===== src/rtl/uart_pkg.sv =====
// Shared constants, state encodings and helper functions for the buffered UART.
package uart_pkg;

    localparam int PAR_NONE = 0;
    localparam int PAR_EVEN = 1;
    localparam int PAR_ODD  = 2;

    typedef enum logic [2:0] {
        TX_IDLE,
        TX_START,
        TX_DATA,
        TX_PARITY,
        TX_STOP
    } tx_state_t;

    typedef enum logic [2:0] {
        RX_ARM,
        RX_IDLE,
        RX_START,
        RX_DATA,
        RX_PARITY,
        RX_STOP
    } rx_state_t;

    function automatic int div(input int clk_hz, input int baud);
        return clk_hz / baud;
    endfunction

    // Parity over the active data bits only; odd parity inverts the XOR.
    function automatic logic calc_parity(input logic [7:0] data, input logic [7:0] mask,
                                         input logic odd);
        return (^(data & mask)) ^ odd;
    endfunction

endpackage


===== src/rtl/uart_sync_fifo.sv =====
// Synchronous first-word-fall-through FIFO with occupancy output.
// A push on a full FIFO is accepted only when a pop happens in the same cycle.
module uart_sync_fifo #(
    parameter int WIDTH = 8,
    parameter int DEPTH = 16
) (
    input  logic                   clk,
    input  logic                   rst,
    input  logic [WIDTH-1:0]       in_data,
    input  logic                   in_valid,
    output logic                   in_ready,
    output logic [WIDTH-1:0]       out_data,
    output logic                   out_valid,
    input  logic                   out_ready,
    output logic [$clog2(DEPTH):0] level
);
    localparam int AW = $clog2(DEPTH);
    localparam logic [AW:0] FULL_LEVEL = (AW + 1)'(DEPTH);

    logic [WIDTH-1:0] mem [DEPTH];
    logic [AW-1:0]    wr_ptr;
    logic [AW-1:0]    rd_ptr;
    logic             push;
    logic             pop;

    assign in_ready  = (level != FULL_LEVEL);
    assign out_valid = (level != '0);
    assign out_data  = out_valid ? mem[rd_ptr] : '0;
    assign pop       = out_ready && out_valid;
    assign push      = in_valid && (in_ready || pop);

    always_ff @(posedge clk) begin
        if (push) begin
            mem[wr_ptr] <= in_data;
        end
    end

    always_ff @(posedge clk) begin
        if (rst) begin
            wr_ptr <= '0;
            rd_ptr <= '0;
            level  <= '0;
        end else begin
            if (push) begin
                wr_ptr <= wr_ptr + 1'b1;
            end
            if (pop) begin
                rd_ptr <= rd_ptr + 1'b1;
            end
            case ({push, pop})
                2'b10:   level <= level + 1'b1;
                2'b01:   level <= level - 1'b1;
                default: level <= level;
            endcase
        end
    end

endmodule


===== src/rtl/uart_fifo.sv =====
// Full-duplex UART with TX/RX FIFOs, configurable divisor and 5..8 data bits, parity, 1/2 stops.
// TX and RX engines are independent; RX re-arms on a long idle after reset or a framing error.
module uart_fifo
    import uart_pkg::*;
#(
    parameter int CLK_FREQ   = 100_000_000,
    parameter int BAUD       = 9600,
    parameter int DATA_BITS  = 8,
    parameter int PARITY     = PAR_NONE,
    parameter int STOP_BITS  = 1,
    parameter int FIFO_DEPTH = 16
) (
    input  logic                        clk,
    input  logic                        rst,
    input  logic [7:0]                  tx_data,
    input  logic                        tx_valid,
    output logic                        tx_ready,
    output logic [7:0]                  rx_data,
    output logic                        rx_valid,
    input  logic                        rx_ready,
    output logic                        tx,
    input  logic                        rx,
    output logic [$clog2(FIFO_DEPTH):0] tx_level,
    output logic [$clog2(FIFO_DEPTH):0] rx_level,
    output logic                        tx_busy,
    output logic                        parity_err,
    output logic                        frame_err,
    output logic                        overrun
);
    localparam int              DIV       = div(CLK_FREQ, BAUD);
    localparam int              CW        = $clog2(DIV);
    localparam logic [CW-1:0]   DIV_M1    = CW'(DIV - 1);
    localparam logic [CW-1:0]   HALF_M1   = CW'(DIV / 2 - 1);
    localparam logic [7:0]      DATA_MASK = 8'((1 << DATA_BITS) - 1);
    localparam logic [2:0]      LAST_BIT  = 3'(DATA_BITS - 1);
    localparam logic            LAST_STOP = (STOP_BITS == 2);
    localparam logic            ODD       = (PARITY == PAR_ODD);

    if (DIV < 8) begin : g_div_check
        $error("uart_fifo: CLK_FREQ/BAUD must be at least 8");
    end

    logic [7:0] txf_data;
    logic       txf_valid;
    logic       tx_pop;
    logic [7:0] rx_shift;
    logic       rx_push;
    logic       rxf_ready;

    uart_sync_fifo #(.WIDTH(8), .DEPTH(FIFO_DEPTH)) u_tx_fifo (
        .clk       (clk),
        .rst       (rst),
        .in_data   (tx_data & DATA_MASK),
        .in_valid  (tx_valid),
        .in_ready  (tx_ready),
        .out_data  (txf_data),
        .out_valid (txf_valid),
        .out_ready (tx_pop),
        .level     (tx_level)
    );

    uart_sync_fifo #(.WIDTH(8), .DEPTH(FIFO_DEPTH)) u_rx_fifo (
        .clk       (clk),
        .rst       (rst),
        .in_data   (rx_shift),
        .in_valid  (rx_push),
        .in_ready  (rxf_ready),
        .out_data  (rx_data),
        .out_valid (rx_valid),
        .out_ready (rx_ready),
        .level     (rx_level)
    );

    tx_state_t     tx_state, tx_state_nx;
    logic [CW-1:0] tx_cnt;
    logic [2:0]    tx_bit_idx;
    logic          tx_stop_idx;
    logic [7:0]    tx_shift;
    logic          tx_par;
    logic          tx_line;
    logic          tx_q;
    logic          tx_tick;

    assign tx_tick = (tx_cnt == '0);
    assign tx      = tx_q;
    assign tx_busy = (tx_state != TX_IDLE);

    always_ff @(posedge clk) begin
        if (rst) begin
            tx_state <= TX_IDLE;
        end else begin
            tx_state <= tx_state_nx;
        end
    end

    always_comb begin
        tx_state_nx = tx_state;
        case (tx_state)
            TX_IDLE:   if (txf_valid) tx_state_nx = TX_START;
            TX_START:  if (tx_tick) tx_state_nx = TX_DATA;
            TX_DATA:   if (tx_tick && tx_bit_idx == LAST_BIT)
                           tx_state_nx = (PARITY == PAR_NONE) ? TX_STOP : TX_PARITY;
            TX_PARITY: if (tx_tick) tx_state_nx = TX_STOP;
            TX_STOP:   if (tx_tick && tx_stop_idx == LAST_STOP) tx_state_nx = TX_IDLE;
            default:   tx_state_nx = TX_IDLE;
        endcase
    end

    always_comb begin
        tx_pop  = (tx_state == TX_IDLE) && txf_valid;
        tx_line = 1'b1;
        case (tx_state)
            TX_START:  tx_line = 1'b0;
            TX_DATA:   tx_line = tx_shift[0];
            TX_PARITY: tx_line = tx_par;
            default:   tx_line = 1'b1;
        endcase
    end

    // The line is registered, so it trails the state by one clock with no change to bit widths.
    always_ff @(posedge clk) begin
        if (rst) begin
            tx_q        <= 1'b1;
            tx_cnt      <= DIV_M1;
            tx_bit_idx  <= '0;
            tx_stop_idx <= 1'b0;
            tx_shift    <= '0;
            tx_par      <= 1'b0;
        end else begin
            tx_q   <= tx_line;
            tx_cnt <= (tx_state == TX_IDLE || tx_tick) ? DIV_M1 : tx_cnt - 1'b1;
            if (tx_pop) begin
                tx_shift    <= txf_data;
                tx_par      <= calc_parity(txf_data, DATA_MASK, ODD);
                tx_bit_idx  <= '0;
                tx_stop_idx <= 1'b0;
            end else if (tx_tick) begin
                if (tx_state == TX_DATA) begin
                    tx_shift   <= {1'b0, tx_shift[7:1]};
                    tx_bit_idx <= tx_bit_idx + 3'd1;
                end
                if (tx_state == TX_STOP) begin
                    tx_stop_idx <= tx_stop_idx + 1'b1;
                end
            end
        end
    end

    rx_state_t     rx_state, rx_state_nx;
    logic          rx_s1, rx_s2, rx_prev;
    logic [CW-1:0] rx_cnt;
    logic [2:0]    rx_bit_idx;
    logic          rx_stop_idx;
    logic          rx_tick;

    assign rx_tick = (rx_cnt == '0);

    always_ff @(posedge clk) begin
        if (rst) begin
            rx_state <= RX_ARM;
        end else begin
            rx_state <= rx_state_nx;
        end
    end

    always_comb begin
        rx_state_nx = rx_state;
        case (rx_state)
            RX_ARM:    if (rx_s2 && rx_tick) rx_state_nx = RX_IDLE;
            RX_IDLE:   if (rx_prev && !rx_s2) rx_state_nx = RX_START;
            RX_START:  if (rx_tick) rx_state_nx = rx_s2 ? RX_IDLE : RX_DATA;
            RX_DATA:   if (rx_tick && rx_bit_idx == LAST_BIT)
                           rx_state_nx = (PARITY == PAR_NONE) ? RX_STOP : RX_PARITY;
            RX_PARITY: if (rx_tick) rx_state_nx = RX_STOP;
            RX_STOP:   if (rx_tick) begin
                           if (!rx_s2) rx_state_nx = RX_ARM;
                           else if (rx_stop_idx == LAST_STOP) rx_state_nx = RX_IDLE;
                       end
            default:   rx_state_nx = RX_ARM;
        endcase
    end

    always_comb begin
        rx_push    = (rx_state == RX_STOP) && rx_tick && rx_s2 && (rx_stop_idx == LAST_STOP);
        parity_err = (rx_state == RX_PARITY) && rx_tick &&
                     (rx_s2 != calc_parity(rx_shift, DATA_MASK, ODD));
        frame_err  = (rx_state == RX_STOP) && rx_tick && !rx_s2;
        overrun    = rx_push && !rxf_ready && !(rx_ready && rx_valid);
    end

    // In ARM the counter measures continuous idle; elsewhere it paces mid-bit samples.
    always_ff @(posedge clk) begin
        if (rst) begin
            rx_s1       <= 1'b1;
            rx_s2       <= 1'b1;
            rx_prev     <= 1'b1;
            rx_cnt      <= DIV_M1;
            rx_bit_idx  <= '0;
            rx_stop_idx <= 1'b0;
            rx_shift    <= '0;
        end else begin
            rx_s1   <= rx;
            rx_s2   <= rx_s1;
            rx_prev <= rx_s2;
            case (rx_state)
                RX_ARM: rx_cnt <= rx_s2 ? rx_cnt - 1'b1 : DIV_M1;
                RX_IDLE: begin
                    rx_cnt      <= HALF_M1;
                    rx_bit_idx  <= '0;
                    rx_stop_idx <= 1'b0;
                    rx_shift    <= '0;
                end
                default: begin
                    rx_cnt <= rx_tick ? DIV_M1 : rx_cnt - 1'b1;
                    if (rx_tick && rx_state == RX_DATA) begin
                        rx_shift[rx_bit_idx] <= rx_s2;
                        rx_bit_idx           <= rx_bit_idx + 3'd1;
                    end
                    if (rx_tick && rx_state == RX_STOP) begin
                        rx_stop_idx <= rx_stop_idx + 1'b1;
                    end
                end
            endcase
        end
    end

endmodule


===== config.mk =====
export PLATFORM = sky130hd
export DESIGN_NAME = uart_fifo
export DESIGN_NICKNAME = d
export VERILOG_FILES = /design/src/rtl/uart_pkg.sv /design/src/rtl/uart_sync_fifo.sv /design/src/rtl/uart_fifo.sv
export SDC_FILE = /design/constraint.sdc
export NUM_CORES = 1
export LEC_CHECK = 0
export BUFFER_PORTS_ARGS = -buffer_cell sky130_fd_sc_hd__buf_4
export CELL_PAD_IN_SITES_DETAIL_PLACEMENT = 1
export CELL_PAD_IN_SITES_GLOBAL_PLACEMENT = 1
export CORE_UTILIZATION = 35
export CTS_CLUSTER_SIZE = 10
export DETAILED_ROUTE_END_ITERATION = 10
export GPL_ROUTABILITY_DRIVEN = 0
export GPL_TIMING_DRIVEN = 0
export PLACE_DENSITY_LB_ADDON = 0.1
export SETUP_SLACK_MARGIN = 0.2
export SLEW_MARGIN = 10
export SYNTH_ARGS = -nofsm -noshare
export SYNTH_HDL_FRONTEND = slang
export SYNTH_SLANG_ARGS = --single-unit

===== constraint.sdc =====
create_clock -name clk -period 4 [get_ports clk]
set_clock_uncertainty 0.05 [all_clocks]
set_input_delay 0.4 -clock clk [delete_from_list [all_inputs] [get_ports clk]]
set_output_delay 0.4 -clock clk [all_outputs]
set_load 0.02 [all_outputs]

==> impl_results.md <==
* Initial DRC count at 339
* M1 GR Usage at 21.50%
* Antenna diode count at 0
* Largest net degree at the start of global routing at 19
* Setup TNS at 0 ns
* Die Wd at 205.4 microns
* Placement Rows at 74
* RSZ-0062 raised after global routing: false
* GR Util met2 at 27.26%
* Commonest cells after routing, fill and taps aside: 256 x edfxtp_1, 97 x dfxtp_1, 83 x nor2_1
* Global route hottest layer: met2
* Slew Viols, Final at 0
* Area share of the largest cell type after synthesis at 53.11%
* Maxcap violations at 0
* Hold WC Path Type: in2reg
* Sequential area share after synthesis at 66.52%
* Status: finished, final reports clean
* R2R cell count at 13
* Final Critical Period at 3.546 ns
* Crit end category: primary output
* Final Util at 40.83%
* Wire length per cell at 20.85 microns
* Post-DP HPWL at 21,640 microns
* Placed Area at 15,430 sq um
* Commonest non-fill, non-tap cell in the layout: edfxtp_1
* Synth area leaders: edfxtp_1 53%, dfxtp_1 13%, mux4_2 11%, xnor2_1 2.2%, nor2_1 2.2%
* I/O Buffers at 37
* Routed wire length at 32,900 microns
* Mapped Nets at 974
* Final hold vios at 0
* Die Ht at 205.4 microns
* Die area at 42,170 sq um
* I/O pins at 38
* Register-to-register setup slack at 0.55 ns
* Post-synth EDFFs at 256
* Placeable Area at 40,830 sq um
* FILL cells at 4,092
* Asr flop ratio synth at 0%
* Syn_area_per_cell at 15.45 sq um
* Worst-Skew Late Latency at 0.56 ns
* Clock net sink count at 353
* Yosys synthesis warning count at 0
* CP arrival at 3.10 ns
* PwrDens at 531.8 nW/um^2
* Slew HR at 21.28%
* Via density at 4.999
* Synth Register Bits at 353
* Worst Hold Depth at 1
* Clk slew on worst S/H paths at 0.06 ns
* Cell variety after synth at 71
* First-pass GRT wire length at 51,180 microns
* Layout cells sized above 1 at 18.74%
* TritonCTS Buffers at 42
* CTS H-Tree Depth at 2
* Final worst-path cycle share at 88.64%
* Max Clk Rate at 0.2820 GHz
* Critical path type: reg2out
* Critical R2R Launch: tx_state[2]
* Router iterations before antenna repair at 4
* Congestion Overflow GR at 0
* Ys flop type: edfxtp_1
* Critical path's largest stage delay at 0.62 ns
* Post-route antenna net violation count at 0
* FF-to-FF End: u_tx_fifo.level[4]
* Vias in the first global route at 8,474
* Hold_sp: tx_data[6]
* CTS root buf: clkbuf_16
* Final setup fails at 0
* Met3 Use GR at 3.104%
* Total power at 0.008867 W
* Initial antenna violation count at 0
* Tot GR Track Use at 16.31%
* Area leader, netlist: edfxtp_1
* Worst path most repeated cell: mux4_2
* Finished Cell Area at 16,670 sq um
* Worst-margin pin slew at 1.172 ns
* Leak at 5.675 nW
* Slowest-stage cell, CP: mux4_2
* Final net count at 1,056
* Clock buffer depth at 3
* CP Max Fanout at 10
* DRC at 0
* Data required, critical path at 3.55 ns
* CP cell instances: clkbuf_1 > buf_2 > mux4_2 > mux4_2 > nor2b_1 > buf_4
* Maximum VDD drop at 0.0003563 V
* Detailed-route via count at 7,889
* Worst Setup Start Kind: flip-flop
* Post-Syn Area at 14,480 sq um
* Initial Utilization at 35.45%
* Post-synthesis cell count at 937
* Syn-to-layout area delta at 15.18%
* Critical Path End: rx_data[5]
* CTS tree: built
-- cells by family (layout without fill, tap and decap cells) --
family / Yosys count / in the layout / share of synthesized area, %
DFF: 353 / 353 / 66.52
muxes: 83 / 83 / 11.97
AOI/OAI and AO/OA: 106 / 106 / 4.832
xor gates and xnor gates: 60 / 60 / 3.630
buffers and inverters: 62 / 171 / 1.971
and+or+nand+nor: 249 / 249 / 8.947
adders and majority gates: 24 / 24 / 2.126
-- critical path, delay by kind of cell (launching register included) --
kind | cells | cell delay [ns]
buffers and inverters | 3 | 0.97
multiplexers | 2 | 1.11
flip-flops | 1 | 0.30
AND/OR/NAND/NOR | 1 | 0.15
-- Yosys cell counts, types with 6 or more instances --
| cell | n |
|---|---|
| nor2b_1 | 16 |
| nand3_1 | 6 |
| or3_1 | 6 |
| nand2b_1 | 7 |
| xnor2_1 | 36 |
| clkbuf_1 | 24 |
| nand2_1 | 43 |
| a22oi_1 | 24 |
| buf_1 | 8 |
| nor3_1 | 25 |
| edfxtp_1 | 256 |
| a21oi_1 | 31 |
| ha_1 | 23 |
| xor2_1 | 24 |
| nor2_1 | 83 |
| dfxtp_1 | 97 |
| nor4_1 | 7 |
| mux4_2 | 72 |
| inv_1 | 18 |
| and2_1 | 17 |
| mux2i_1 | 10 |
| o21ai_0 | 13 |
| a211oi_1 | 8 |
-- sequential cells by signal, indices dropped and copies added (netlist names), 5 cells and up, named ones only --
register / flops
rx_shift: 8
u_tx_fifo.level: 5
u_rx_fifo.mem: 128
tx_cnt: 14
tx_shift: 8
u_rx_fifo.level: 5
rx_cnt: 14
u_tx_fifo.mem: 128
-- repair_timing --
item	4_1_cts	5_1_grt
gates resized for setup	2	0
setup buffers	0	0
endpoints found under the hold margin	1	0
hold buffers	1	0
endpoints found under the setup margin	1	0
-- stage by stage --
stage          hold WS, ns  setup WS [ns]  instances
6_report            0.1259         0.4545       1578
5_1_grt             0.1146         0.2033       1578
4_1_cts            0.09099         0.3694       1578
3_5_place_dp        0.3409         0.1030       1506
3_3_place_gp        0.3391         0.1854       1506
2_1_floorplan       0.3217         0.9846        937
-- worst min path at each step --
stage	endpoint	slack, ns
2_1_floorplan	tx_cnt[0]	0.32
3_3_place_gp	tx_cnt[0]	0.34
3_5_place_dp	tx_cnt[0]	0.34
4_1_cts	u_tx_fifo.mem[13][6]	0.09
5_1_grt	u_tx_fifo.mem[0][6]	0.11
6_report	u_tx_fifo.mem[0][6]	0.13
-- report_power, final --
part	leakage (nW)	switching [W]	internal [W]
clock	0.586	0.00145	0.00203
sequential	3.33	0.0000943	0.00403
combinational	1.76	0.000728	0.000531
-- layout make-up --
cell class,count,area [sq um],share of cell area [%]
Clock inverter,5,68.82,0.4128
Timing Repair Buffer,38,287.8,1.726
Multi-Input combinational cell,522,4584,27.50
Clock buffer,66,1151,6.904
Inverter,18,67.56,0.4053
Tap cell,532,665.6,3.993
Sequential cell,353,9629,57.76
Buffer,44,217.7,1.306
-- metal layers --
layer,wire [microns],vias up
met5,0,-
met4,751,0
met3,1003,50
met2,16110,84
met1,15030,4017
li1,-,3738
(Power assumes the default switching activity.)
